## src/rtl/math_op_arbiter.sv

```systemverilog
// Round-robin arbiter sharing one signed W-bit add/sub/mul/negate unit between two requesters.
// One operation is in flight at a time; tagged results return over a valid/ready channel.
module math_op_arbiter #(
    parameter int W = 8
) (
    input  logic             clk,
    input  logic             n_rst,
    input  logic             req_valid_0,
    input  logic             req_valid_1,
    output logic             req_ready_0,
    output logic             req_ready_1,
    input  logic [1:0]       req_op_0,
    input  logic [1:0]       req_op_1,
    input  logic [W-1:0]     req_a_0,
    input  logic [W-1:0]     req_a_1,
    input  logic [W-1:0]     req_b_0,
    input  logic [W-1:0]     req_b_1,
    output logic             rsp_valid,
    input  logic             rsp_ready,
    output logic             rsp_id,
    output logic [2*W-1:0]   rsp_data,
    output logic             rsp_ovf,
    output logic [15:0]      done_cnt
);

    typedef enum logic [1:0] {IDLE, EXEC, RESP} state_t;

    state_t           state_q;
    logic             last_q;
    logic             id_q;
    logic [1:0]       op_q;
    logic [W-1:0]     a_q;
    logic [W-1:0]     b_q;
    logic             rsp_valid_q;
    logic             rsp_id_q;
    logic [2*W-1:0]   rsp_data_q;
    logic             rsp_ovf_q;
    logic [15:0]      done_cnt_q;

    logic             gnt_0;
    logic             gnt_1;
    logic [W:0]       a_x;
    logic [W:0]       b_x;
    logic [W:0]       sum_w;
    logic [2*W-1:0]   prod;
    logic [2*W-1:0]   res_d;
    logic             ovf_d;

    // On a tie the requester that was not served last wins; the two grants are exclusive.
    assign gnt_0 = req_valid_0 && (!req_valid_1 || last_q);
    assign gnt_1 = req_valid_1 && (!req_valid_0 || !last_q);

    assign req_ready_0 = n_rst && (state_q == IDLE) && gnt_0;
    assign req_ready_1 = n_rst && (state_q == IDLE) && gnt_1;

    assign rsp_valid = rsp_valid_q;
    assign rsp_id    = rsp_id_q;
    assign rsp_data  = rsp_data_q;
    assign rsp_ovf   = rsp_ovf_q;
    assign done_cnt  = done_cnt_q;

    always_comb begin
        a_x   = {a_q[W-1], a_q};
        b_x   = {b_q[W-1], b_q};
        sum_w = '0;
        prod  = {{W{a_q[W-1]}}, a_q} * {{W{b_q[W-1]}}, b_q};
        case (op_q)
            2'b00:   sum_w = a_x + b_x;
            2'b01:   sum_w = a_x - b_x;
            2'b11:   sum_w = '0 - a_x;
            default: sum_w = '0;
        endcase
        if (op_q == 2'b10) begin
            res_d = prod;
            ovf_d = 1'b0;
        end else begin
            res_d = {{(W-1){sum_w[W]}}, sum_w};
            // Out of W-bit range exactly when the extra sign bit disagrees with the W-bit sign.
            ovf_d = sum_w[W] ^ sum_w[W-1];
        end
    end

    always_ff @(posedge clk or negedge n_rst) begin
        if (!n_rst) begin
            state_q     <= IDLE;
            last_q      <= 1'b1;
            id_q        <= 1'b0;
            op_q        <= '0;
            a_q         <= '0;
            b_q         <= '0;
            rsp_valid_q <= 1'b0;
            rsp_id_q    <= 1'b0;
            rsp_data_q  <= '0;
            rsp_ovf_q   <= 1'b0;
            done_cnt_q  <= '0;
        end else begin
            case (state_q)
                IDLE: begin
                    if (gnt_0 || gnt_1) begin
                        id_q    <= gnt_1;
                        last_q  <= gnt_1;
                        op_q    <= gnt_1 ? req_op_1 : req_op_0;
                        a_q     <= gnt_1 ? req_a_1  : req_a_0;
                        b_q     <= gnt_1 ? req_b_1  : req_b_0;
                        state_q <= EXEC;
                    end
                end
                EXEC: begin
                    rsp_data_q  <= res_d;
                    rsp_ovf_q   <= ovf_d;
                    rsp_id_q    <= id_q;
                    rsp_valid_q <= 1'b1;
                    state_q     <= RESP;
                end
                RESP: begin
                    if (rsp_ready) begin
                        rsp_valid_q <= 1'b0;
                        done_cnt_q  <= done_cnt_q + 16'd1;
                        state_q     <= IDLE;
                    end
                end
                default: state_q <= IDLE;
            endcase
        end
    end

endmodule

```

## config.mk

```make
export PLATFORM = sky130hd
export DESIGN_NAME = math_op_arbiter
export DESIGN_NICKNAME = d
export VERILOG_FILES = /design/src/rtl/math_op_arbiter.sv
export SDC_FILE = /design/constraint.sdc
export NUM_CORES = 1
export LEC_CHECK = 0
export ABC_AREA = 1
export BUFFER_PORTS_ARGS = -buffer_cell sky130_fd_sc_hd__buf_2
export CAP_MARGIN = 40
export CORE_MARGIN = 2
export CORE_UTILIZATION = 25
export DETAILED_ROUTE_END_ITERATION = 8
export GPL_ROUTABILITY_DRIVEN = 0
export GPL_TIMING_DRIVEN = 1
export PLACE_DENSITY_LB_ADDON = 0.25
export SETUP_SLACK_MARGIN = 0.4
export SYNTH_ARGS = -nofsm -noshare
export SYNTH_HDL_FRONTEND = slang
export SYNTH_SLANG_ARGS = --single-unit
```

## constraint.sdc

```tcl
create_clock -name clk -period 9.3 [get_ports clk]
set_clock_uncertainty 0.2 [all_clocks]
set_input_delay 0.93 -clock clk [delete_from_list [all_inputs] [get_ports clk]]
set_output_delay 0.93 -clock clk [all_outputs]
set_load 0.01 [all_outputs]
```

==> results of run 1 <==
## critical path, delay by kind of cell, from the launching register on
kind                       cells  cell delay (ns)
adders and majority gates      5             2.51
buffers and inverters          5             0.37
DFF                            1             0.55
and+or+nand+nor               10             1.05
## routing by layer
layer	up-vias	wire, um	part of all wire (%)
met5	-	0	0
met3	10	711	4.6
li1	2597	-	-
met4	0	179	1.2
met2	117	6300	41
met1	2268	8140	53
## flip-flops by register name, indices dropped and copies added, names as in the netlist
signal,flops
op_q,2
rsp_ovf,1
a_q,8
done_cnt,16
rsp_id,1
last_q,1
rsp_data,16
rsp_valid,1
id_q,1
b_q,8
state_q,2
## worst max path at each step
| stage | to | cells past startpoint |
|---|---|---|
| global route | rsp_data[14]$_DFFE_PN0P_ | 20 |
| finish | rsp_data[14]$_DFFE_PN0P_ | 20 |
| CTS | rsp_data[14]$_DFFE_PN0P_ | 20 |
| detailed placement | rsp_data[14]$_DFFE_PN0P_ | 20 |
| global placement | rsp_data[14]$_DFFE_PN0P_ | 20 |
| floorplan | rsp_data[15]$_DFFE_PN0P_ | 22 |
## cell usage in the layout (no fill, tap or decap), types with 2 or more instances in the layout
cell type  count
inv_1        189
nand2_1      180
buf_2         77
fa_1          56
dfrtp_1       56
nor2_1        55
o21ai_0       41
nand3_1       41
ha_1          41
a21oi_1       26
xor2_1        19
o22ai_1       16
inv_2         10
clkbuf_16      9
o21ai_1        8
xnor2_1        7
nor2_2         4
nor3_1         4
o21bai_1       4
buf_4          4
nand4_1        3
a31oi_1        3
clkbuf_1       3
a21o_1         2
nand3b_1       2
a41oi_1        2
clkinv_2       2
## through the flow
stage | setup WS (ns) | hold slack (ns)
4_1_cts | 4.50 | 0.273
6_report | 4.49 | 0.268
3_3_place_gp | 4.54 | 0.257
3_5_place_dp | 4.53 | 0.262
5_1_grt | 4.13 | 0.306
2_1_floorplan | 4.85 | 0.262
## cell families after synthesis
family,Yosys count,share of synthesized area [%]
AO/OA/AOI/OAI,105,9.67
XOR/XNOR,26,3.79
adder cells (fa/ha/maj),97,27.2
buffers and inverters,224,14.2
flip-flops,57,23.8
multiplexers,1,0.188
AND/OR/NAND/NOR,299,21.2
## layout make-up
type	instances	share of cell area, %
sequential	57	20.4
clock inverter	3	0.572
clock buffer	13	3.57
inverter	199	10.7
tap	319	5.70
multi-input combinational	528	53.2
timing repair buffer	81	5.93
==> flow_summary_export.csv, run 1 <==
group,metric,value,unit
global_route,wire_length_of_the_first_global_routing_pass,25400,um
clock_tree,tritoncts_num_sinks,57,
yosys,synth.most_common_cell,"inv_1",
global_route,groute.layer.met1.usage,19.1,%
placement,placed_area,6720,um2
floorplanning,die_h,159,um
floorplanning,top_level_ports,78,
yosys,synth.cells.most_frequent,"inv_1, nand2_1, dfrtp_1, fa_1, nor2_1",
yosys,synthDistinctLibCells,40,
drt,detail_route.vias_per_cell,4.16,
worst_setup_path,critical_path.reg2reg.startpoint,"b_q[3]$_DFFE_PN0P_",
placement,dp.final_hpwl,12700,um
clock_tree,cts.hold.buffers_added,0,
sta,max_freq,208,MHz
worst_setup_path,timing.critical_path.cells,"nand2_1, inv_1, fa_1, inv_1, fa_1, inv_1, fa_1, inv_1, fa_1, inv_1, ha_1, nand2_1, nor3_1, nand3_1, nand3_1, nand2_1, nand3_1, nand2_1, nand2_1, nand2_1",
worst_setup_path,critPathMostFrequentCell,"nand2_1",
worst_setup_path,worst-r2r-setup-slack,4.49,ns
floorplanning,fp-row-count,56,
worst_setup_path,startpoint_type,"register",
clock_tree,cts_tree,"built",
sta,totalNegativeSetupSlack,0,ns
yosys,ys_seq_elements,57,
sta,tightest_slew,0.594,ns
yosys,syn_area_per_cell,7.42,um2
yosys,synthDominantAreaCellType,"dfrtp_1",
sta,timing_hold_violations_final,0,
clock_tree,cts.repair_timing.setup_buffer_count,0,
hold_path,hold_path.startpoint,"done_cnt[15]$_DFFE_PN0P_",
yosys,synthFlopType,"dfrtp_1",
floorplanning,floorplan.die.width,159,um
worst_setup_path,r2r_cells,20,
yosys,yosys_warnings,0,
drt,drt_first_pass_iters,6,
drt,post_drt_antenna_nets,0,
clock_tree,clock_tree.buffer_depth,2,
drt,wire_per_inst,12.8,um
layout,post_route_cells_drive_above_1_share,13.6,%
yosys,synth-edff-count,0,
hold_path,hold_end,"done_cnt[15]$_DFFE_PN0P_",
layout,nFillCells,2636,
global_route,pin_count_of_the_biggest_net_entering_global_routing,42,
run,drv.max_cap_violation_count,0,
placement,count_of_placed_standard_cells_including_taps,1184,
layout,num-nets-final,1014,
yosys,synth_nets,947,
clock_tree,clk_pin_slew,0.05,ns
sta,rsz_0062_raised_after_global_routing,"false",
sta,final_critical_period,4.81,ns
floorplanning,floorplan.initialDensity,25.5,%
worst_setup_path,largest_fanout_of_any_net_on_the_critical_path,11,
floorplanning,die-area,25300,um2
yosys,netlist_area,6000,um2
clock_tree,clk-insertion-delay-late,0.34,ns
layout,postLayoutCoreUtil,29.8,%
yosys,syn_inst,809,
clock_tree,clock_tree.htree_level_count,3,
global_route,groute.layer.met3.usage,2.16,%
placement,portBuffers,77,
drt,drtIter0Drc,244,
worst_setup_path,reg2reg_to,"rsp_data[14]$_DFFE_PN0P_",
global_route,groute.usage.overall,12.5,%
layout,antenna_cells,0,
worst_setup_path,critPathMaxStageDelay,0.55,ns
layout,regArea,1430,um2
global_route,antenna_found_initial,0,
drt,totalWireLength,15300,um
worst_setup_path,timing_worst_setup_path_type,"register to register",
global_route,global_route.usage.met2,17.9,%
worst_setup_path,crit_slowest_cell,"dfrtp_1",
global_route,first_global_vias,4903,
global_route,global_route.overflow_total,0,
layout,finish.cell_count_without_fillers,1200,
worst_setup_path,worstPathArrival,4.83,ns
yosys,ys_async_sr_fraction,100,%
floorplanning,fp.coreArea,23500,um2
sta,number_of_pins_exceeding_their_max_slew_limit_in_the_final_report,0,
global_route,grt.busiest_layer,"met1",
layout,design_area,7010,um2
layout,area_growth_from_synthesis_to_layout,16.7,%
sta,crit_share_post_route,51.7,%
clock_tree,ctsResizeCount,0,
clock_tree,tritoncts.num_buffers,9,
yosys,synth-seq-area-share,23.8,%
layout,multiInputGateArea,3730,um2
hold_path,type_of_the_worst_min_delay_path,"register to register",
yosys,synth_top_cells_by_area,"dfrtp_1, fa_1, inv_1, nand2_1, ha_1",
worst_setup_path,worst_setup_path_end_kind,"register",
sta,finalSetupViolations,0,
drt,route.vias.total,4992,
sta,relSlewSlack,60.3,%
hold_path,hold_depth,1,
worst_setup_path,startpoint,"b_q[3]$_DFFE_PN0P_",
status,outcome,"completed",
drt,post-route-drc-count,0,
clock_tree,cts-root-buf,"clkbuf_16",
worst_setup_path,critical_path_required,9.32,ns
yosys,synthDominantCellAreaShare,23.3,%
Power of run 1 is left out: the tool's default activity adds up to more than one toggle a clock period on the data nets, which glitch-free logic cannot reach.
==> inputs of run 2 (changes only) <==
clock period = 3.95 ns   (was 9.3 ns; I/O delays follow)
==> flow_summary_export.csv, run 2 (synthesis results as in run 1) <==
group,metric,value,unit
status,outcome,"complete, but fails checks",
status,violations_in_the_final_reports,"negative setup slack",
clock_tree,clock_tree.buffer_depth,2,
worst_setup_path,startpoint,"a_q[7]$_DFFE_PN0P_",
global_route,antenna_found_initial,1,
global_route,pin_count_of_the_biggest_net_entering_global_routing,58,
sta,finalSetupViolations,9,
layout,antenna_cells,0,
global_route,global_route.overflow_total,0,
clock_tree,tritoncts.num_buffers,9,
clock_tree,tritoncts_num_sinks,57,
layout,mostFrequentLayoutCell,"nand2_1",
sta,crit_share_post_route,107,%
sta,number_of_pins_exceeding_their_max_slew_limit_in_the_final_report,0,
drt,post-route-drc-count,0,
layout,nFillCells,2564,
floorplanning,fp.coreArea,23500,um2
sta,rsz_0062_raised_after_global_routing,"true",
layout,postLayoutCoreUtil,33.7,%
clock_tree,cts.hold.buffers_added,0,
layout,multiInputGateArea,4090,um2
worst_setup_path,worst_setup_path_end_kind,"register",
clock_tree,clk-insertion-delay-late,0.34,ns
drt,drt_first_pass_iters,4,
clock_tree,clk_pin_slew,0.06,ns
global_route,first_global_vias,5450,
worst_setup_path,path_buf_inv,3,
worst_setup_path,largest_fanout_of_any_net_on_the_critical_path,8,
placement,dp.final_hpwl,13400,um
sta,max_freq,236,MHz
drt,drtIter0Drc,301,
sta,final_critical_period,4.24,ns
sta,relSlewSlack,47.6,%
sta,totalNegativeSetupSlack,-1.79,ns
sta,tightest_slew,0.786,ns
hold_path,type_of_the_worst_min_delay_path,"input pin to register",
drt,route.vias.total,5283,
sta,timing_hold_violations_final,0,
floorplanning,die_h,159,um
worst_setup_path,critPathMaxStageDelay,0.57,ns
run,drv.max_cap_violation_count,0,
floorplanning,floorplan.die.width,159,um
drt,post_drt_antenna_nets,0,
layout,num-nets-final,1078,
worst_setup_path,worstPathArrival,4.28,ns
clock_tree,clock_tree.htree_level_count,3,
global_route,wire_length_of_the_first_global_routing_pass,27900,um
worst_setup_path,timing.critical_path.cells,"nand2_2, inv_2, fa_1, inv_2, fa_1, fa_1, fa_1, inv_1, ha_4, nand2_1, nor2_2, nand2_1, nor2_2, nand3b_1, nand3_1, nand3_1, nand2_1, nand2_1, nand2_1",
global_route,groute.usage.overall,13.7,%
worst_setup_path,crit_slowest_cell,"fa_1",
layout,area_growth_from_synthesis_to_layout,32.1,%
worst_setup_path,critical_path_required,3.98,ns
worst_setup_path,critPathTopFamily,"adder cells",
layout,regArea,1450,um2
layout,post_route_cells_drive_above_1_share,29.8,%
worst_setup_path,critical_path.reg2reg.startpoint,"a_q[7]$_DFFE_PN0P_",
floorplanning,die-area,25300,um2
placement,portBuffers,77,
sta,setup_slack,-0.291,ns
floorplanning,floorplan.initialDensity,25.5,%
drt,totalWireLength,16600,um
clock_tree,cts_tree,"built",
floorplanning,top_level_ports,78,
drt,detail_route.vias_per_cell,4.18,
clock_tree,cts-root-buf,"clkbuf_16",
drt,wire_per_inst,13.2,um
floorplanning,fp-row-count,56,
worst_setup_path,critPathMostFrequentCell,"nand2_1",
hold_path,hold_path.startpoint,"rsp_ready",
worst_setup_path,timing_worst_setup_path_type,"register to register",
layout,most-common-layout-cells,"nand2_1, inv_1, buf_2, buf_4, fa_1",
worst_setup_path,startpoint_type,"register",
## run 2: changes by cell type in the layout (fill, tap and decap cells not counted), sizes merged
cell	change
inv	+2
buf	+64
clkinvlp	+1
clkinv	+1
clkbuf	-4
## run 2: cell type report
type | instances | share of cell area [%]
clock inverters | 7 | 0.978
repair buffers | 145 | 11.9
clock buffers | 9 | 2.84
well taps | 319 | 5.03
flip-flops and latches | 57 | 18.2
inverters | 199 | 9.51
multi-input cells | 528 | 51.6
## run 2: routing by layer
metal / part of all wire (%) / GRT usage [%]
met4: 1.1 / 3.10
met5: 0 / 0
met2: 45 / 22.4
met1: 49 / 18.9
met3: 5.3 / 2.66
## run 2: timing repair
item,in CTS,in global routing
resized for setup,49,29
setup endpoints to repair,11,11
buffers inserted,11,8
pin swaps,27,21
## run 2: metrics by stage
stage	setup WS [ns]	cells	area [um2]	hold WS [ns]
after detailed placement	-0.469	1229	7260	0.260
after floorplan	-0.111	809	6290	-0.101
after CTS	-0.327	1256	7740	0.0792
after global routing	-0.526	1264	7930	0.0797
final	-0.291	1264	7930	0.0847
after global placement	-0.459	1229	7260	0.260
## run 2: worst reg2reg max path, delay by kind of cell, from the launching register on
family / cells / cell delay [ns]
fa+ha+maj: 5 / 2.34
simple gates: 11 / 0.93
flops: 1 / 0.47
buf+inv: 3 / 0.19
## run 2: path summary, 6_finish.rpt
kind | endpoint | slack [ns] | cells after the start
min in group asynchronous | rsp_data[15]$_DFFE_PN0P_ | 0.16 | 2
worst max register to register | rsp_data[15]$_DFFE_PN0P_ | -0.29 | 19
worst min-delay path | state_q[1]$_DFFE_PN0P_ | 0.08 | 2
worst max-delay path | rsp_data[15]$_DFFE_PN0P_ | -0.29 | 19
max in group asynchronous | a_q[6]$_DFFE_PN0P_ | 2.82 | 2
worst min register to register | rsp_data[6]$_DFFE_PN0P_ | 0.27 | 2
Power of run 2 is left out for the same reason.
==> inputs of run 3 (changes only) <==
CORE_ASPECT_RATIO = 0.5   (was default)
PLACE_DENSITY_LB_ADDON = 0.2   (was 0.25)
==> flow_summary_export.csv, run 3 (synthesis results as in run 1) <==
group,metric,value,unit
status,outcome,"complete, but fails checks",
status,violations_in_the_final_reports,"negative setup slack",
placement,portBuffers,77,
global_route,wire_length_of_the_first_global_routing_pass,28700,um
sta,finalSetupViolations,9,
hold_path,hold_end,"state_q[1]$_DFFE_PN0P_",
layout,num-nets-final,1083,
layout,multiInputGateArea,4140,um2
sta,number_of_pins_exceeding_their_max_slew_limit_in_the_final_report,0,
worst_setup_path,worst_setup_path_end_kind,"register",
worst_setup_path,crit_slowest_cell,"fa_1",
floorplanning,die_h,114,um
floorplanning,fp-row-count,40,
global_route,first_global_vias,5772,
run,drv.max_cap_violation_count,0,
global_route,antenna_found_initial,0,
drt,route.vias.total,5404,
sta,timing_hold_violations_final,0,
clock_tree,cts_tree,"built",
drt,drtIter0Drc,204,
drt,detail_route.vias_per_cell,4.27,
drt,wire_per_inst,13.4,um
layout,area_growth_from_synthesis_to_layout,34.1,%
worst_setup_path,startpoint_type,"register",
sta,setup_slack,-0.252,ns
global_route,pin_count_of_the_biggest_net_entering_global_routing,49,
sta,relSlewSlack,57.6,%
worst_setup_path,critPathMaxStageDelay,0.57,ns
layout,post_route_cells_drive_above_1_share,32.4,%
sta,crit_share_post_route,106,%
placement,dp.final_hpwl,13800,um
global_route,global_route.overflow_total,0,
hold_path,hold_depth,2,
sta,max_freq,238,MHz
clock_tree,clk-insertion-delay-late,0.34,ns
sta,final_critical_period,4.20,ns
layout,mostFrequentLayoutCell,"nand2_1",
clock_tree,tritoncts_num_sinks,57,
worst_setup_path,timing.critical_path.cells,"buf_6, nand2_2, fa_1, inv_2, fa_2, fa_1, inv_2, fa_1, inv_2, ha_4, nand2_2, nand2_2, nand3_2, nand2_1, nand2_1, nand3b_1, nand3_1, nand3_1, nand2_1, nand2_1, nand2_1",
worst_setup_path,critical_path_required,3.97,ns
worst_setup_path,timing_worst_setup_path_type,"register to register",
worst_setup_path,worstPathArrival,4.22,ns
drt,post-route-drc-count,0,
worst_setup_path,critPathMostFrequentCell,"nand2_1",
layout,regArea,1450,um2
drt,drt_first_pass_iters,5,
clock_tree,cts-root-buf,"clkbuf_16",
sta,rsz_0062_raised_after_global_routing,"true",
floorplanning,fp.coreArea,23800,um2
hold_path,hold_path.startpoint,"rsp_ready",
drt,post_drt_antenna_nets,0,
global_route,groute.usage.overall,14.4,%
floorplanning,die-area,25300,um2
clock_tree,clk_pin_slew,0.07,ns
worst_setup_path,critical_path.reg2reg.startpoint,"b_q[4]$_DFFE_PN0P_",
worst_setup_path,r2r_cells,21,
placement,pre_cts_ws,-0.376,ns
floorplanning,floorplan.die.width,223,um
floorplanning,floorplan.initialDensity,25.3,%
layout,most-common-layout-cells,"nand2_1, inv_1, buf_2, buf_4, fa_1",
clock_tree,clock_tree.buffer_depth,2,
worst_setup_path,largest_fanout_of_any_net_on_the_critical_path,7,
layout,antenna_cells,0,
sta,tightest_slew,0.636,ns
layout,nFillCells,2517,
drt,totalWireLength,16900,um
hold_path,type_of_the_worst_min_delay_path,"input pin to register",
clock_tree,tritoncts.num_buffers,9,
floorplanning,top_level_ports,78,
worst_setup_path,reg2reg_to,"rsp_data[15]$_DFFE_PN0P_",
clock_tree,clock_tree.htree_level_count,3,
worst_setup_path,worst-r2r-setup-slack,-0.25,ns
[run 3: timing repair]
item,CTS,global route
hold buffers,1,0
setup endpoints to repair,11,11
cloned,0,0
endpoints found under the hold margin,9,0
pin swaps,51,20
buffers inserted,15,3
gates resized for setup,82,28
[run 3: metal layers]
metal	wire, um	track usage, %
met1	8120	18.2
met5	0	0
met2	7890	25.1
met4	173	3.18
met3	711	3.55
[run 3: worst max-delay path by stage]
stage | slack, ns | depth (start not counted) | end | startpoint
finish | -0.25 | 21 | rsp_data[15]$_DFFE_PN0P_ | b_q[4]$_DFFE_PN0P_
global route | -0.49 | 22 | rsp_data[15]$_DFFE_PN0P_ | b_q[4]$_DFFE_PN0P_
CTS | -0.26 | 21 | rsp_data[15]$_DFFE_PN0P_ | b_q[4]$_DFFE_PN0P_
detailed placement | -0.38 | 19 | rsp_data[15]$_DFFE_PN0P_ | a_q[6]$_DFFE_PN0P_
global placement | -0.37 | 19 | rsp_data[15]$_DFFE_PN0P_ | a_q[7]$_DFFE_PN0P_
floorplan | -0.11 | 22 | rsp_data[15]$_DFFE_PN0P_ | a_q[7]$_DFFE_PN0P_
[run 3: per-stage QoR]
stage	hold slack (ns)	util, %	std cells	cell area, um2	setup TNS (ns)
floorplan	-0.101	-	809	6290	-0.437
global placement	0.125	30.8	1230	7320	-2.25
detailed placement	0.131	30.8	1230	7320	-2.42
CTS	0.0783	33.4	1262	7950	-1.60
global route	0.114	33.9	1265	8050	-3.32
finish	0.0905	33.9	1265	8050	-1.39
[run 3: area by class of cell]
class                   instances  area share (%)
multi-input cells             528            51.4
clock buffers                   9            2.80
repair buffers                150            12.8
flip-flops and latches         57            17.9
clock inverters                 7           0.668
well taps                     315            4.90
inverters                     199            9.46
[run 3: critical path, delay by kind of cell (launching register included)]
family                     cells  cell delay (ns)
adders and majority gates      5             2.35
DFF                            1             0.46
buffers and inverters          4             0.26
and+or+nand+nor               12             0.82
Power of run 3 is left out for the same reason.
